[config.mk]
export PLATFORM = sky130hd
export DESIGN_NAME = pc_unit
export DESIGN_NICKNAME = d
export VERILOG_FILES = /design/src/rtl/cpu_pkg.sv /design/src/rtl/ras_stack.sv /design/src/rtl/pc_unit.sv
export SDC_FILE = /design/constraint.sdc
export NUM_CORES = 1
export LEC_CHECK = 0
export ABC_AREA = 1
export CAP_MARGIN = 0
export CORE_MARGIN = 10
export CORE_UTILIZATION = 45
export DETAILED_ROUTE_END_ITERATION = 12
export PLACE_DENSITY = 0.75
export SLEW_MARGIN = 10
export SYNTH_ARGS = -nofsm -noshare
export SYNTH_HDL_FRONTEND = slang
export SYNTH_SLANG_ARGS = --single-unit
[constraint.sdc]
create_clock -name CLK -period 2.1 [get_ports CLK]
set_clock_uncertainty 0.15 [all_clocks]
set_input_delay 0.63 -clock CLK [delete_from_list [all_inputs] [get_ports CLK]]
set_output_delay 0.63 -clock CLK [all_outputs]
set_load 0.01 [all_outputs]
[src/rtl/cpu_pkg.sv]
// Shared CPU constants: default PC width/reset value, next-PC select encoding and
// branch opcodes used by the instruction FSM.
package cpu_pkg;

  localparam int PC_AW = 16;
  localparam logic [PC_AW-1:0] PC_RESET_VAL = '0;

  typedef enum logic [2:0] {
    NPC_HOLD,
    NPC_INC,
    NPC_ABS,
    NPC_REL,
    NPC_RET
  } npc_sel_e;

  localparam logic [3:0] JCOND = 4'h8;
  localparam logic [3:0] JUC   = 4'h9;
  localparam logic [3:0] BEQ   = 4'hA;
  localparam logic [3:0] BNEQ  = 4'hB;

endpackage

[src/rtl/ras_stack.sv]
// Return-address stack: push/pop take effect on the next edge, top is decoded from registers.
// Pop has priority over push; overflow/underflow leave the pointer alone and set a sticky err.
module ras_stack #(
  parameter int AW    = 16,
  parameter int DEPTH = 8
) (
  input  logic          clk,
  input  logic          rst_n,
  input  logic          push_vld,
  input  logic [AW-1:0] push_dat,
  input  logic          pop_vld,
  output logic [AW-1:0] top_dat,
  output logic          full,
  output logic          empty,
  output logic          err
);

  localparam int PW = $clog2(DEPTH);
  localparam logic [PW:0] PTR_ONE  = (PW+1)'(1);
  localparam logic [PW:0] PTR_FULL = (PW+1)'(DEPTH);

  logic [PW:0]   ptr_q, ptr_d, ptr_m1;
  logic [AW-1:0] mem_q [DEPTH];
  logic [AW-1:0] mem_d [DEPTH];
  logic          err_q, err_d;

  assign ptr_m1  = ptr_q - PTR_ONE;
  assign full    = (ptr_q == PTR_FULL);
  assign empty   = (ptr_q == '0);
  assign err     = err_q;
  assign top_dat = empty ? '0 : mem_q[ptr_m1[PW-1:0]];

  always_comb begin
    ptr_d = ptr_q;
    err_d = err_q;
    mem_d = mem_q;
    if (pop_vld) begin
      if (empty) err_d = 1'b1;
      else       ptr_d = ptr_m1;
    end else if (push_vld) begin
      if (full) begin
        err_d = 1'b1;
      end else begin
        mem_d[ptr_q[PW-1:0]] = push_dat;
        ptr_d = ptr_q + PTR_ONE;
      end
    end
  end

  always_ff @(posedge clk) begin
    if (!rst_n) begin
      ptr_q <= '0;
      err_q <= 1'b0;
      for (int i = 0; i < DEPTH; i++) mem_q[i] <= '0;
    end else begin
      ptr_q <= ptr_d;
      err_q <= err_d;
      mem_q <= mem_d;
    end
  end

endmodule

[src/rtl/pc_unit.sv]
// Program counter: strobes sampled at an edge show on pc after that edge; no backpressure.
// Define PC_UNIT_RAS_EN for a DEPTH-entry return stack; otherwise a single link register.
module pc_unit
  import cpu_pkg::*;
#(
  parameter int            AW       = PC_AW,
  parameter int            DW       = 8,
  parameter int            DEPTH    = 8,
  parameter logic [AW-1:0] RESET_PC = AW'(PC_RESET_VAL)
) (
  input  logic          CLK,
  input  logic          CLR,
  input  logic          PC_inc,
  input  logic          JAddrSelect,
  input  logic          rel_sel,
  input  logic [AW-1:0] jaddr,
  input  logic [DW-1:0] disp,
  input  logic          call,
  input  logic          ret,
  output logic [AW-1:0] pc,
  output logic [AW-1:0] link,
  output logic          stk_empty,
  output logic          stk_full,
  output logic          stk_err
);

  logic [AW-1:0] pc_q, pc_d;
  logic [AW-1:0] pc_plus1, pc_rel, top;
  logic          do_push, empty;
  npc_sel_e      npc_sel;

  assign pc_plus1 = pc_q + AW'(1);
  assign pc_rel   = pc_q + {{(AW-DW){disp[DW-1]}}, disp};
  // A simultaneous ret drops the jump, and with it the call's push.
  assign do_push  = call & JAddrSelect & ~ret;

  always_comb begin
    npc_sel = NPC_HOLD;
    if (ret)                         npc_sel = NPC_RET;
    else if (JAddrSelect && rel_sel) npc_sel = NPC_REL;
    else if (JAddrSelect)            npc_sel = NPC_ABS;
    else if (PC_inc)                 npc_sel = NPC_INC;
  end

  always_comb begin
    pc_d = pc_q;
    case (npc_sel)
      NPC_RET: pc_d = empty ? pc_q : top;
      NPC_REL: pc_d = pc_rel;
      NPC_ABS: pc_d = jaddr;
      NPC_INC: pc_d = pc_plus1;
      default: pc_d = pc_q;
    endcase
  end

  always_ff @(posedge CLK) begin
    if (!CLR) pc_q <= RESET_PC;
    else      pc_q <= pc_d;
  end

`ifdef PC_UNIT_RAS_EN
  logic full, err;

  ras_stack #(
    .AW    (AW),
    .DEPTH (DEPTH)
  ) u_ras_stack (
    .clk      (CLK),
    .rst_n    (CLR),
    .push_vld (do_push),
    .push_dat (pc_plus1),
    .pop_vld  (ret),
    .top_dat  (top),
    .full     (full),
    .empty    (empty),
    .err      (err)
  );

  assign stk_full = full;
  assign stk_err  = err;
`else
  logic [AW-1:0] link_q, link_d;
  logic          used_q, used_d;
  logic          err_q, err_d;

  // Single link register: never overflows, ret reads it without consuming it.
  always_comb begin
    link_d = do_push ? pc_plus1 : link_q;
    used_d = used_q | do_push;
    err_d  = err_q | (ret & ~used_q);
  end

  always_ff @(posedge CLK) begin
    if (!CLR) begin
      link_q <= '0;
      used_q <= 1'b0;
      err_q  <= 1'b0;
    end else begin
      link_q <= link_d;
      used_q <= used_d;
      err_q  <= err_d;
    end
  end

  assign top      = link_q;
  assign empty    = ~used_q;
  assign stk_full = 1'b0;
  assign stk_err  = err_q;
`endif

  assign pc        = pc_q;
  assign link      = top;
  assign stk_empty = empty;

endmodule

**Word-level counts from Yosys, hierarchy flattened**

Index checks and enable logic that the tools add are counted.

- Register bits: 34
- Bits of input ports: 31
- Word-level logic and storage cells: 27

- $add $sub $neg: 2
- Equality and inequality tests: 5
- Muxes and demuxes: 6
- Bitwise logic cells: 7
- Reduce and logical (&&, ||, !) cells: 3

Operator list:

| kind | number |
|---|---|
| one-hot mux 16 bit (4 select lines) | 1 |
| adder 16 x 1 -> 16 bit, second input constant | 1 |
| adder 16 bit | 1 |
| two-way mux 16 bit | 1 |
| equality test 3 x 2 -> 1 bit, second input constant | 2 |
| two-way mux 2 bit | 2 |
| nonzero test 4 bit | 1 |
| bitwise AND 1 bit | 3 |
| equality test 3 x 1 -> 1 bit, second input constant | 1 |
| equality test 3 bit, second input constant | 1 |
| two-way mux 3 bit | 1 |
| inequality test 2 bit, second input constant | 1 |
| inverter 1 bit | 2 |
| OR 1 bit | 2 |
| AND reduction 2 bit | 1 |
| logical AND 1 bit | 1 |
| two-way mux 1 bit | 1 |

**Longest topological paths before layout**

- Depth in word-level cells: 7
- Gate-level depth with buffers: 13
- Depth with buffers taken out: 13

**Least setup slack after synthesis**

Ideal clock, no wire load.

- Path type: input-to-reg
- From: input port disp[0]
- To: register pc_q[4] (netlist: pc[4])
- Data arrival time: 1.922 ns
- Setup slack: -0.106 ns
- Stages on the path: 10
- Path buffers: 0
- Cells stage by stage: ha_1 > fa_1 > nand2_1 > nand2_1 > and2_1 > or2_0 > nand3_1 > nand4_1 > nand2_1 > a21oi_1

- Word-level cells in the longest chain between the ends: 2

RTL lines:

| what | line | RTL |
|---|---|---|
| start: declaration | pc_unit.sv:17 | `input logic [DW-1:0] disp,` |
| adder 16 bit | pc_unit.sv:33 | `assign pc_rel = pc_q + {{(AW-DW){disp[DW-1]}}, disp};` |
| one-hot mux 16 bit (4 select lines) | pc_unit.sv:47 | `case (npc_sel)` |
| end signal: assignment | pc_unit.sv:58 | `else pc_q <= pc_d;` |
| end: declaration | pc_unit.sv:27 | `logic [AW-1:0] pc_q, pc_d;` |

Every way passes these cells.
A chain may end at the register's enable or synchronous reset.

**Worst setup path in the final report**

- From: register pc_q[10] (netlist: pc[10])
- To: output port pc[10]

RTL lines:

| what | line | RTL |
|---|---|---|
| end: declaration | pc_unit.sv:20 | `output logic [AW-1:0] pc,` |

No word-level cell between the ends.

==> results.tsv <==
stage	metric	value	unit
detailed_routing	avgRoutedWirePerCell	14.97	µm
setup_path	cp_top_family	buffers and inverters	
setup_path	crit_buf_inv	1	
power_and_ir_drop	power	2.171	mW
timing	rsz0062_at_grt	yes	
worst_hold_path	worstHoldPathCells	2	
grt	grt_pass1_vias	3511	
placement	numPortBuffers	64	
power_and_ir_drop	p_per_area	478.2	nW/µm²
die	ios	66	
die	core_area	6386	µm²
worst_hold_path	hold_class	flop to flop	
timing	slew_headroom	60.97	%
detailed_routing	drt_iter0_drc	320	
finish	drive_above_1_share	25.65	%
grt	grt-ovfl-total	0	
power_and_ir_drop	combPwrFrac	37.6	%
power_and_ir_drop	seqPwrFrac	34.4	%
clocking	cts_buffer_depth	2	
timing	setup_viol	0	
finish	n_fill_cell	537	
finish	final_util	71.10	%
power_and_ir_drop	internal_power	1.439	mW
synth	yosys_warnings	0	
power_and_ir_drop	peakVddDrop	0.4700	mV
setup_path	worstPathArrival	1.29	ns
timing	setup_slack	0.02518	ns
clocking	clkTransAtPathRegs	0.07	ns
synth	ys_ff_latch	34	
setup_path	critPathKind	flop to output port	
clocking	clock-sinks	34	
setup_path	ff2ff_path_depth	10	
timing	hold_violations	0	
synth	yosys_most_used_dff	dfxtp_1	
detailed_routing	ant_nets	0	
power_and_ir_drop	p_leak	2.189	nW
synth	synthTopCellsByArea	dfxtp_1 (23%), nand2_1 (22%), inv_1 (10%)	
setup_path	crit_slowest_cell	clkdlybuf4s50_1	
synth	syn_nets	554	
setup_path	required	1.32	ns
detailed_routing	drt_wl_total	10430	µm
die	die_w	101.4	µm
setup_path	cp_cell_sequence	clkdlybuf4s50_1	
grt	grt_usage	19.64	%
finish	diodes	0	
synth	syn_area	2979	µm²
power_and_ir_drop	power_frac_clock	28.0	%
synth	synth_top_area_cell	dfxtp_1	
placement	dp_slack	-0.7306	ns
placement	gp_congestion	0.9024	
detailed_routing	dr.pass1.iters	5	
die	fp-row-count	29	
synth	synth.top_cell.area_share	22.85	%
clocking	htreeDepth	2	
timing	period_needed	2.075	ns
die	die_area	10270	µm²
detailed_routing	via_count	3667	
synth	synth.distinct_cells	38	
timing	worst_pin_slew	0.5848	ns
clocking	ctsRootBufferMaster	clkbuf_8	
finish	stdcell_area	4541	µm²
power_and_ir_drop	p_switching	0.7323	mW
grt	grt_pass1_wl	16620	µm
setup_path	cp.depth	1	
timing	setup_tns	0	ns
timing	drv_slew	0	
placement	hpwl	7748	µm
die	initial_core_util	46.65	%
grt	grt_max_degree	22	
timing	max_freq	0.4820	GHz
detailed_routing	drc	0	
placement	placed_cell_area	4034	µm²
synth	syn_area_per_cell	5.888	µm²
run	maxCapViolations	0	
clocking	cts_buffers	5	
finish	syn2layout_area_growth	52.41	%
synth	syn_inst	506	
setup_path	worst-path-max-fanout	6	
grt	antenna_found_initial	0	
power_and_ir_drop	p_sw_share	33.73	%
timing	period_share	98.80	%
clocking	cts_tree	done	
synth	synth_async_sr_flop_share	0	%
outcome	status	complete, no violations	
setup_path	crit_path_start_kind	flop	
clocking	worstSkewPairLatency	0.29	ns
setup_path	critPathMaxStageDelay	0.57	ns
finish	nNetsFinal	667	
synth	synth_edf_count	0	
detailed_routing	vias_per_cell	5.261	
die	die_y	101.4	µm
synth	yosysSeqAreaShare	22.85	%
setup_path	endpoint_kind	output port	
[cell families (layout without fill, tap and decap cells)]
family / Yosys count / count (layout) / synth area share, %
xor+xnor: 7 / 7 / 2.058
fa+ha+maj: 17 / 17 / 7.392
simple gates: 268 / 268 / 38.39
compound gates: 80 / 80 / 15.29
flops: 34 / 34 / 22.85
other cells: 1 / 1 / 0.1259
buf+inv: 99 / 213 / 13.90
[metrics by stage]
step,hold slack [ns],std cells
after floorplan,0.3240,506
after global placement,0.2963,680
after detailed placement,0.3051,680
after CTS,0.3187,692
after global routing,0.3482,697
final,0.3139,697
[sequential cells by signal, summed over array words and instances, names as in the netlist]
name and flops:
link 16, pc 16, stk_err 1, used_q 1
[routing by layer]
metal | global-route usage (%) | part of all wire (%)
met5 | 0 | 0
met4 | 7.610 | 2.8
met3 | 4.016 | 7.5
met2 | 33.20 | 48
met1 | 23.78 | 42
[cell usage after synthesis (3+ instances only)]
library cell and number:
a21oi_1 42, dfxtp_1 34, buf_4 3, o21ai_1 5, nor2_1 35, ha_1 16, o21ai_0 17, o21a_1 3
inv_1 80, nor3_1 4, inv_2 4, nand2_1 172, clkbuf_1 3, xor2_1 5, nand3b_1 3, nand3_1 30
nand4_1 9, buf_2 5, nor2_2 5, o211ai_1 5, buf_6 3
[placed cells by master, fill, tap and decap left out, types with 7 or more instances in the layout]
cell,netlist,final
buf_4,3,49
nand2_1,172,155
clkdlybuf4s50_1,0,49
dlygate4sd2_1,0,7
inv_1,80,74
dfxtp_1,34,19
nand3_1,30,24
inv_2,4,9
dfxtp_2,0,12
nand2_2,0,15
o21ai_0,17,16
ha_4,0,14
a21oi_1,42,35
nand4_1,9,9
a21oi_2,1,8
nor2_1,35,34
[worst paths after layout]
check | startpoint | to | slack [ns]
min | stk_err$_SDFF_PN0_ | stk_err$_SDFF_PN0_ | 0.31
max reg2reg | pc[0]$_SDFFE_PN0P_ | pc[4]$_SDFFE_PN0P_ | 0.13
max | pc[10]$_SDFFE_PN0P_ | pc[10] | 0.03
min reg2reg | stk_err$_SDFF_PN0_ | stk_err$_SDFF_PN0_ | 0.31
[power by group through the flow]
stage	clock, mW	combinational (mW)	sequential (mW)
2_1_floorplan	0	0.361	0.756
3_3_place_gp	0	0.693	0.745
3_5_place_dp	0	0.706	0.746
4_1_cts	0.615	0.761	0.742
5_1_grt	0.645	0.899	0.750
6_report	0.607	0.817	0.746
[cell type report]
type                       count  area, µm²  share of cell area [%]
tap                           77      96.34                   2.122
clock buffer                   5      68.82                   1.516
sequential                    34      706.9                   15.57
clock inverter                 3      45.04                  0.9920
multi-input combinational    373       2205                   48.55
timing repair inverter         1      5.005                  0.1102
timing repair buffer         119       1089                   23.97
inverter                      85      325.3                   7.165
[timing repair]
| action | in CTS | in global routing |
|---|---|---|
| setup buffers | 3 | 4 |
| resized for setup | 62 | 46 |
| gates cloned | 1 | 1 |
| hold buffers | 0 | 0 |
| pin swaps | 20 | 20 |
| setup endpoints to repair | 26 | 20 |
(Power assumes the default switching activity.)
